<file path="config.mk">
export PLATFORM = sky130hd
export DESIGN_NAME = alu_issue
export DESIGN_NICKNAME = d
export VERILOG_FILES = /design/src/rtl/alu_pkg.sv /design/src/rtl/alu_issue_skid.sv /design/src/rtl/alu_issue.sv
export SDC_FILE = /design/constraint.sdc
export NUM_CORES = 1
export LEC_CHECK = 0
export ABC_AREA = 1
export CAP_MARGIN = 20
export CORE_ASPECT_RATIO = 0.7
export CORE_MARGIN = 3
export CORE_UTILIZATION = 44
export DETAILED_ROUTE_END_ITERATION = 10
export GPL_TIMING_DRIVEN = 0
export HOLD_SLACK_MARGIN = 0.1
export PLACE_DENSITY = 0.81
export SLEW_MARGIN = 20
export SYNTH_ARGS = -nofsm -noshare
export SYNTH_HDL_FRONTEND = slang
export SYNTH_HIERARCHICAL = 1
export SYNTH_SLANG_ARGS = --single-unit
</file>
<file path="constraint.sdc">
create_clock -name clk -period 1.42 [get_ports clk]
set_input_delay 0.213 -clock clk [delete_from_list [all_inputs] [get_ports clk]]
set_output_delay 0.213 -clock clk [all_outputs]
set_load 0.02 [all_outputs]
</file>
<file path="src/rtl/alu_pkg.sv">
// Shared constants and the decoded-beat record for the RV64I ALU issue stage.
package alu_pkg;

   localparam int ALU_XLEN = 64;

   localparam logic [3:0] ALU_AND = 4'b0000;
   localparam logic [3:0] ALU_OR  = 4'b0001;
   localparam logic [3:0] ALU_ADD = 4'b0010;
   localparam logic [3:0] ALU_SUB = 4'b0110;
   localparam logic [3:0] ALU_SLT = 4'b0111;
   localparam logic [3:0] ALU_NOR = 4'b1100;

   localparam logic [6:0] OPC_OP     = 7'b0110011;
   localparam logic [6:0] OPC_OPIMM  = 7'b0010011;
   localparam logic [6:0] OPC_LOAD   = 7'b0000011;
   localparam logic [6:0] OPC_STORE  = 7'b0100011;
   localparam logic [6:0] OPC_BRANCH = 7'b1100011;

   localparam logic [2:0] F3_ADD  = 3'b000;
   localparam logic [2:0] F3_OR   = 3'b110;
   localparam logic [2:0] F3_AND  = 3'b111;
   localparam logic [2:0] F3_SLTU = 3'b011;
   localparam logic [2:0] F3_BEQ  = 3'b000;
   localparam logic [2:0] F3_BNE  = 3'b001;
   localparam logic [2:0] F3_BLTU = 3'b110;
   localparam logic [2:0] F3_BGEU = 3'b111;

   localparam logic [6:0] F7_BASE = 7'b0000000;
   localparam logic [6:0] F7_ALT  = 7'b0100000;

   typedef enum logic [1:0] {
      SK_EMPTY = 2'b00,
      SK_ONE   = 2'b01,
      SK_FULL  = 2'b10
   } skid_state_t;

   typedef struct packed {
      logic [3:0]          alu_op;
      logic [ALU_XLEN-1:0] op_a;
      logic [ALU_XLEN-1:0] op_b;
      logic [4:0]          rd;
      logic                we;
      logic                br;
      logic                br_inv;
      logic                illegal;
   } issue_t;

   function automatic logic [ALU_XLEN-1:0] sext12(input logic [11:0] imm);
      return {{(ALU_XLEN-12){imm[11]}}, imm};
   endfunction

endpackage

</file>
<file path="src/rtl/alu_issue_skid.sv">
// Valid/ready register stage carrying decoded ALU beats.
// ALU_ISSUE_SKID_EN selects a 2-entry skid buffer with registered in_ready.
module alu_issue_skid
   import alu_pkg::*;
#(
   parameter int W = $bits(issue_t)
) (
   input  logic         clk,
   input  logic         rst_n,
   input  logic         flush,
   input  logic         in_valid,
   output logic         in_ready,
   input  logic [W-1:0] in_data,
   output logic         out_valid,
   input  logic         out_ready,
   output logic [W-1:0] out_data
);

`ifdef ALU_ISSUE_SKID_EN
   skid_state_t  state_q, state_d;
   logic [W-1:0] head_q, head_d;
   logic [W-1:0] tail_q, tail_d;
   logic         in_ready_q, in_ready_d;
   logic         push_s, pop_s;

   // Occupancy FSM: head is always the presented beat, tail the absorbed one.
   always_comb begin
      push_s     = in_valid && in_ready_q && !flush;
      pop_s      = (state_q != SK_EMPTY) && out_ready;
      state_d    = state_q;
      head_d     = head_q;
      tail_d     = tail_q;
      if (flush) begin
         state_d = SK_EMPTY;
      end else begin
         case (state_q)
            SK_EMPTY: begin
               if (push_s) begin
                  head_d  = in_data;
                  state_d = SK_ONE;
               end else begin
                  state_d = SK_EMPTY;
               end
            end
            SK_ONE: begin
               if (push_s && pop_s) begin
                  head_d = in_data;
               end else if (push_s) begin
                  tail_d  = in_data;
                  state_d = SK_FULL;
               end else if (pop_s) begin
                  state_d = SK_EMPTY;
               end else begin
                  state_d = SK_ONE;
               end
            end
            SK_FULL: begin
               if (pop_s) begin
                  head_d  = tail_q;
                  state_d = SK_ONE;
               end else begin
                  state_d = SK_FULL;
               end
            end
            default: state_d = SK_EMPTY;
         endcase
      end
      in_ready_d = (state_d != SK_FULL);
   end

   // State and storage registers.
   always_ff @(posedge clk or negedge rst_n) begin
      if (!rst_n) begin
         state_q    <= SK_EMPTY;
         head_q     <= '0;
         tail_q     <= '0;
         in_ready_q <= 1'b1;
      end else begin
         state_q    <= state_d;
         head_q     <= head_d;
         tail_q     <= tail_d;
         in_ready_q <= in_ready_d;
      end
   end

   assign in_ready  = in_ready_q;
   assign out_valid = (state_q != SK_EMPTY);
   assign out_data  = head_q;
`else
   logic         valid_q, valid_d;
   logic [W-1:0] data_q, data_d;
   logic         push_s;

   assign in_ready = !valid_q || out_ready;

   // Single holding register; refills in the same cycle it drains.
   always_comb begin
      push_s  = in_valid && in_ready && !flush;
      valid_d = valid_q;
      data_d  = data_q;
      if (flush) begin
         valid_d = 1'b0;
      end else if (push_s) begin
         valid_d = 1'b1;
         data_d  = in_data;
      end else if (out_ready) begin
         valid_d = 1'b0;
      end else begin
         valid_d = valid_q;
      end
   end

   // Holding register.
   always_ff @(posedge clk or negedge rst_n) begin
      if (!rst_n) begin
         valid_q <= 1'b0;
         data_q  <= '0;
      end else begin
         valid_q <= valid_d;
         data_q  <= data_d;
      end
   end

   assign out_valid = valid_q;
   assign out_data  = data_q;
`endif

endmodule

</file>
<file path="src/rtl/alu_issue.sv">
// RV64I execute-stage issue: decodes a register-read beat into ALU op/operands.
// Define ALU_ISSUE_SKID_EN for a 2-entry skid buffer with registered in_ready.
module alu_issue
   import alu_pkg::*;
#(
   parameter int XLEN = ALU_XLEN
) (
   input  logic            clk,
   input  logic            rst_n,
   input  logic            flush,
   input  logic            in_valid,
   output logic            in_ready,
   input  logic [31:0]     instr,
   input  logic [XLEN-1:0] rs1_val,
   input  logic [XLEN-1:0] rs2_val,
   output logic            out_valid,
   input  logic            out_ready,
   output logic [3:0]      alu_op,
   output logic [XLEN-1:0] op_a,
   output logic [XLEN-1:0] op_b,
   output logic [4:0]      rd,
   output logic            we,
   output logic            br,
   output logic            br_inv,
   output logic            illegal
);

   logic [6:0]      opcode_s;
   logic [2:0]      funct3_s;
   logic [6:0]      funct7_s;
   logic [3:0]      alu_op_s;
   logic [XLEN-1:0] op_b_s;
   logic            we_s;
   logic            br_s;
   logic            br_inv_s;
   logic            legal_s;
   logic            unused_rs1_field;
   issue_t          dec_s;
   issue_t          head_s;

   assign opcode_s         = instr[6:0];
   assign funct3_s         = instr[14:12];
   assign funct7_s         = instr[31:25];
   assign unused_rs1_field = ^instr[19:15];

   // Opcode/funct decode into ALU control; legality resolved alongside.
   always_comb begin
      alu_op_s = ALU_ADD;
      op_b_s   = rs2_val;
      we_s     = 1'b0;
      br_s     = 1'b0;
      br_inv_s = 1'b0;
      legal_s  = 1'b0;
      case (opcode_s)
         OPC_OP: begin
            we_s = 1'b1;
            if (funct7_s == F7_ALT) begin
               alu_op_s = ALU_SUB;
               legal_s  = (funct3_s == F3_ADD);
            end else if (funct7_s == F7_BASE) begin
               legal_s = 1'b1;
               case (funct3_s)
                  F3_ADD:  alu_op_s = ALU_ADD;
                  F3_OR:   alu_op_s = ALU_OR;
                  F3_AND:  alu_op_s = ALU_AND;
                  F3_SLTU: alu_op_s = ALU_SLT;
                  default: legal_s  = 1'b0;
               endcase
            end else begin
               legal_s = 1'b0;
            end
         end
         OPC_OPIMM: begin
            we_s    = 1'b1;
            op_b_s  = sext12(instr[31:20]);
            legal_s = 1'b1;
            case (funct3_s)
               F3_ADD:  alu_op_s = ALU_ADD;
               F3_OR:   alu_op_s = ALU_OR;
               F3_AND:  alu_op_s = ALU_AND;
               F3_SLTU: alu_op_s = ALU_SLT;
               default: legal_s  = 1'b0;
            endcase
         end
         OPC_LOAD: begin
            we_s    = 1'b1;
            op_b_s  = sext12(instr[31:20]);
            legal_s = 1'b1;
         end
         OPC_STORE: begin
            op_b_s  = sext12({instr[31:25], instr[11:7]});
            legal_s = 1'b1;
         end
         OPC_BRANCH: begin
            br_s    = 1'b1;
            legal_s = 1'b1;
            case (funct3_s)
               F3_BEQ: begin
                  alu_op_s = ALU_SUB;
                  br_inv_s = 1'b0;
               end
               F3_BNE: begin
                  alu_op_s = ALU_SUB;
                  br_inv_s = 1'b1;
               end
               F3_BLTU: begin
                  alu_op_s = ALU_SLT;
                  br_inv_s = 1'b1;
               end
               F3_BGEU: begin
                  alu_op_s = ALU_SLT;
                  br_inv_s = 1'b0;
               end
               default: legal_s = 1'b0;
            endcase
         end
         default: legal_s = 1'b0;
      endcase
   end

   // Unsupported encodings still travel downstream, as a harmless ADD with no side effects.
   assign dec_s = legal_s ?
      '{alu_op: alu_op_s, op_a: rs1_val, op_b: op_b_s, rd: instr[11:7],
        we: we_s, br: br_s, br_inv: br_inv_s, illegal: 1'b0} :
      '{alu_op: ALU_ADD, op_a: rs1_val, op_b: rs2_val, rd: instr[11:7],
        we: 1'b0, br: 1'b0, br_inv: 1'b0, illegal: 1'b1};

   alu_issue_skid #(
      .W($bits(issue_t))
   ) u_skid (
      .clk       (clk),
      .rst_n     (rst_n),
      .flush     (flush),
      .in_valid  (in_valid),
      .in_ready  (in_ready),
      .in_data   (dec_s),
      .out_valid (out_valid),
      .out_ready (out_ready),
      .out_data  (head_s)
   );

   assign alu_op  = head_s.alu_op;
   assign op_a    = head_s.op_a;
   assign op_b    = head_s.op_b;
   assign rd      = head_s.rd;
   assign we      = head_s.we;
   assign br      = head_s.br;
   assign br_inv  = head_s.br_inv;
   assign illegal = head_s.illegal;

endmodule

</file>
==> impl_metrics.env <==
export IMPL_synth_warnings=6
export IMPL_grt_pass1_vias=8213
export IMPL_totalWireLength_mm=29.68
export IMPL_yosys_top_cells_area="dfrtp_1 46%, nand2_1 26%, nand3_1 10%"
export IMPL_num_io_pins=308
export IMPL_cp_slowest_stage_delay_ns=0.42
export IMPL_drtPass1Iterations=8
export IMPL_placed_area_mm2=0.01100
export IMPL_yosysSeqAreaShare=0.4637
export IMPL_grt_max_degree=85
export IMPL_period_share=1.009
export IMPL_drc_errors=0
export IMPL_clk_latency_ns=0.43
export IMPL_cts_sinks=142
export IMPL_path_class="reg2out"
export IMPL_numPortBuffers=302
export IMPL_cts_tree="built"
export IMPL_crit_family="buffers and inverters"
export IMPL_crit_path_top_delay_cell="dlygate4sd2_1"
export IMPL_htreeDepth=4
export IMPL_antenna_found_initial=0
export IMPL_grt_pass1_wl_mm=43.70
export IMPL_crit_chain="dlygate4sd2_1"
export IMPL_hold_viol=0
export IMPL_row_count=39
export IMPL_setup_slack_ns=-0.01262
export IMPL_drive_gt1_frac=0.1650
export IMPL_nNetsFinal=1589
export IMPL_setup_tns_ns=-0.02253
export IMPL_synth_top_area_frac=0.4637
export IMPL_fin_area_mm2=0.01219
export IMPL_overflow=0
export IMPL_die_w_um=163.7
export IMPL_start_util=0.4592
export IMPL_cp_end_kind="primary output"
export IMPL_dp_slack_ns=-0.9895
export IMPL_crit_buf_inv=1
export IMPL_cp_arrival_ns=1.22
export IMPL_syn_inst=1071
export IMPL_synth_top_area_cell="dfrtp_1"
export IMPL_yosysUniqueCellTypes=23
export IMPL_violations="setup timing"
export IMPL_routedWlPerCell_um=17.86
export IMPL_vias=8954
export IMPL_cts_root_buf="clkbuf_16"
export IMPL_hold_path_class="in2reg"
export IMPL_drv_cap=0
export IMPL_cellPowerDensity_mw_per_mm2=1060
export IMPL_ys_ff_latch=142
export IMPL_place_gp_congestion=0.9187
export IMPL_avgSynthCellArea_um2=7.156
export IMPL_routed_via_density=5.387
export IMPL_crit_required_ns=1.21
export IMPL_fillers=1333
export IMPL_vdd_drop_max_v=0.0006810
export IMPL_numCtsBuffers=17
export IMPL_power_mw=12.93
export IMPL_critPathLaunchType="register"
export IMPL_fin_skew_ns=0.02094
export IMPL_slew_violations=0
export IMPL_detail_route_antenna_nets=0
export IMPL_syn_area_mm2=0.007664
export IMPL_setup_viol=3
export IMPL_grt_usage=0.2921
export IMPL_p_leak_nw=6.683
export IMPL_core_area_mm2=0.01669
export IMPL_syn_num_nets=1236
export IMPL_status="complete, but fails checks"
export IMPL_crit_fanout=2
export IMPL_clockBufferDepth=2
export IMPL_die_y_um=116.4
export IMPL_clk_pin_slew_ns=0.06
export IMPL_min_period_ns=1.433
export IMPL_fmax_mhz=698.0
export IMPL_die_area_mm2=0.01906
export IMPL_hpwl_mm=20.45
export IMPL_rsz0062_at_grt="yes"
export IMPL_hold_ws_ns=0.2672
export IMPL_area_delta_synth_final_pct=59.07
export IMPL_first_iter_violations=1016
-- cells in the final DEF (no fill, tap or decap), types with 11 or more instances in the layout --
cell type	count
nand2_1	527
nand3_1	155
dfrtp_1	142
clkdlybuf4s50_1	141
dlygate4sd2_1	140
nand4_1	64
nand2_2	39
buf_4	38
buf_2	25
clkbuf_16	20
clkbuf_4	17
clkbuf_2	15
inv_2	11
buf_6	11
-- state kept, by name, summed over array words and instances (netlist names) --
register	cells
u_skid/out_data	141
u_skid/out_valid	1
-- through the flow --
step / utilization / cells
6_report: 0.7305 / 1662
5_1_grt: 0.7303 / 1661
4_1_cts: 0.7117 / 1648
3_5_place_dp: 0.6592 / 1599
3_3_place_gp: 0.6572 / 1598
2_1_floorplan: - / 1071
-- synth_stat cells --
| master | number |
|---|---|
| a21oi_1 | 3 |
| buf_1 | 10 |
| buf_12 | 3 |
| buf_2 | 54 |
| buf_4 | 2 |
| buf_6 | 1 |
| clkbuf_1 | 16 |
| conb_1 | 1 |
| dfrtp_1 | 142 |
| inv_1 | 11 |
| inv_2 | 9 |
| nand2_1 | 541 |
| nand2_2 | 31 |
| nand3_1 | 159 |
| nand3_2 | 4 |
| nand4_1 | 64 |
| nor2_1 | 12 |
| nor2_2 | 2 |
| nor2_4 | 1 |
| o2111ai_1 | 1 |
| o21ai_0 | 2 |
| o21ai_1 | 1 |
| o21ai_2 | 1 |
-- what timing repair did --
action	in CTS	in global routing
endpoints found under the hold margin	58	0
gates resized for setup	262	110
hold buffers	1	0
gates cloned	3	3
pin swaps	15	21
setup buffers	15	10
endpoints found under the setup margin	275	134
-- kinds of logic after synthesis --
logic type,after synthesis,share of synthesized area
other cells,1,0.0004893
compound gates,8,0.006203
simple gates,814,0.4606
flops,142,0.4637
buf+inv,106,0.06906
-- power by group --
part	leakage, nW	switching (mW)	internal (mW)
registers	1.76	0.327	4.62
logic	4.63	2.05	1.43
clock network	0.287	1.88	2.61
-- routing by layer --
layer	wire [µm]	GRT usage	up-vias
met5	0	0	-
met4	694	0.07155	0
met3	2866	0.06771	61
met2	13760	0.4644	509
met1	12360	0.4085	4219
li1	-	-	4165
-- cell type report --
class / count / area [µm²] / share of cell area
Inverter: 20 / 77.57 / 0.006364
Buffer: 85 / 674.4 / 0.05532
Clock inverter: 14 / 155.1 / 0.01273
Timing Repair Buffer: 335 / 3229 / 0.2649
Antenna cell: 1 / 2.502 / 0.0002053
Sequential cell: 142 / 3553 / 0.2915
Tap cell: 225 / 281.5 / 0.02309
Clock buffer: 17 / 425.4 / 0.03490
Multi-Input combinational cell: 823 / 3791 / 0.3110
-- final timing paths --
| kind | startpoint | endpoint | slack, ns | depth (start not counted) |
|---|---|---|---|---|
| max | u_skid/out_data[9] | op_b[0] | -0.01 | 1 |
| min in group asynchronous | rst_n | u_skid/out_data[120] | 0.31 | 2 |
| max reg2reg | u_skid/out_valid | u_skid/out_data[69] | -0.01 | 6 |
| max in group asynchronous | rst_n | u_skid/out_data[88] | 0.33 | 3 |
| min | instr[4] | u_skid/out_data[138] | 0.27 | 4 |
| min reg2reg | u_skid/out_data[52] | u_skid/out_data[52] | 0.47 | 2 |
No activity file was read; power rests on OpenSTA's default activity.
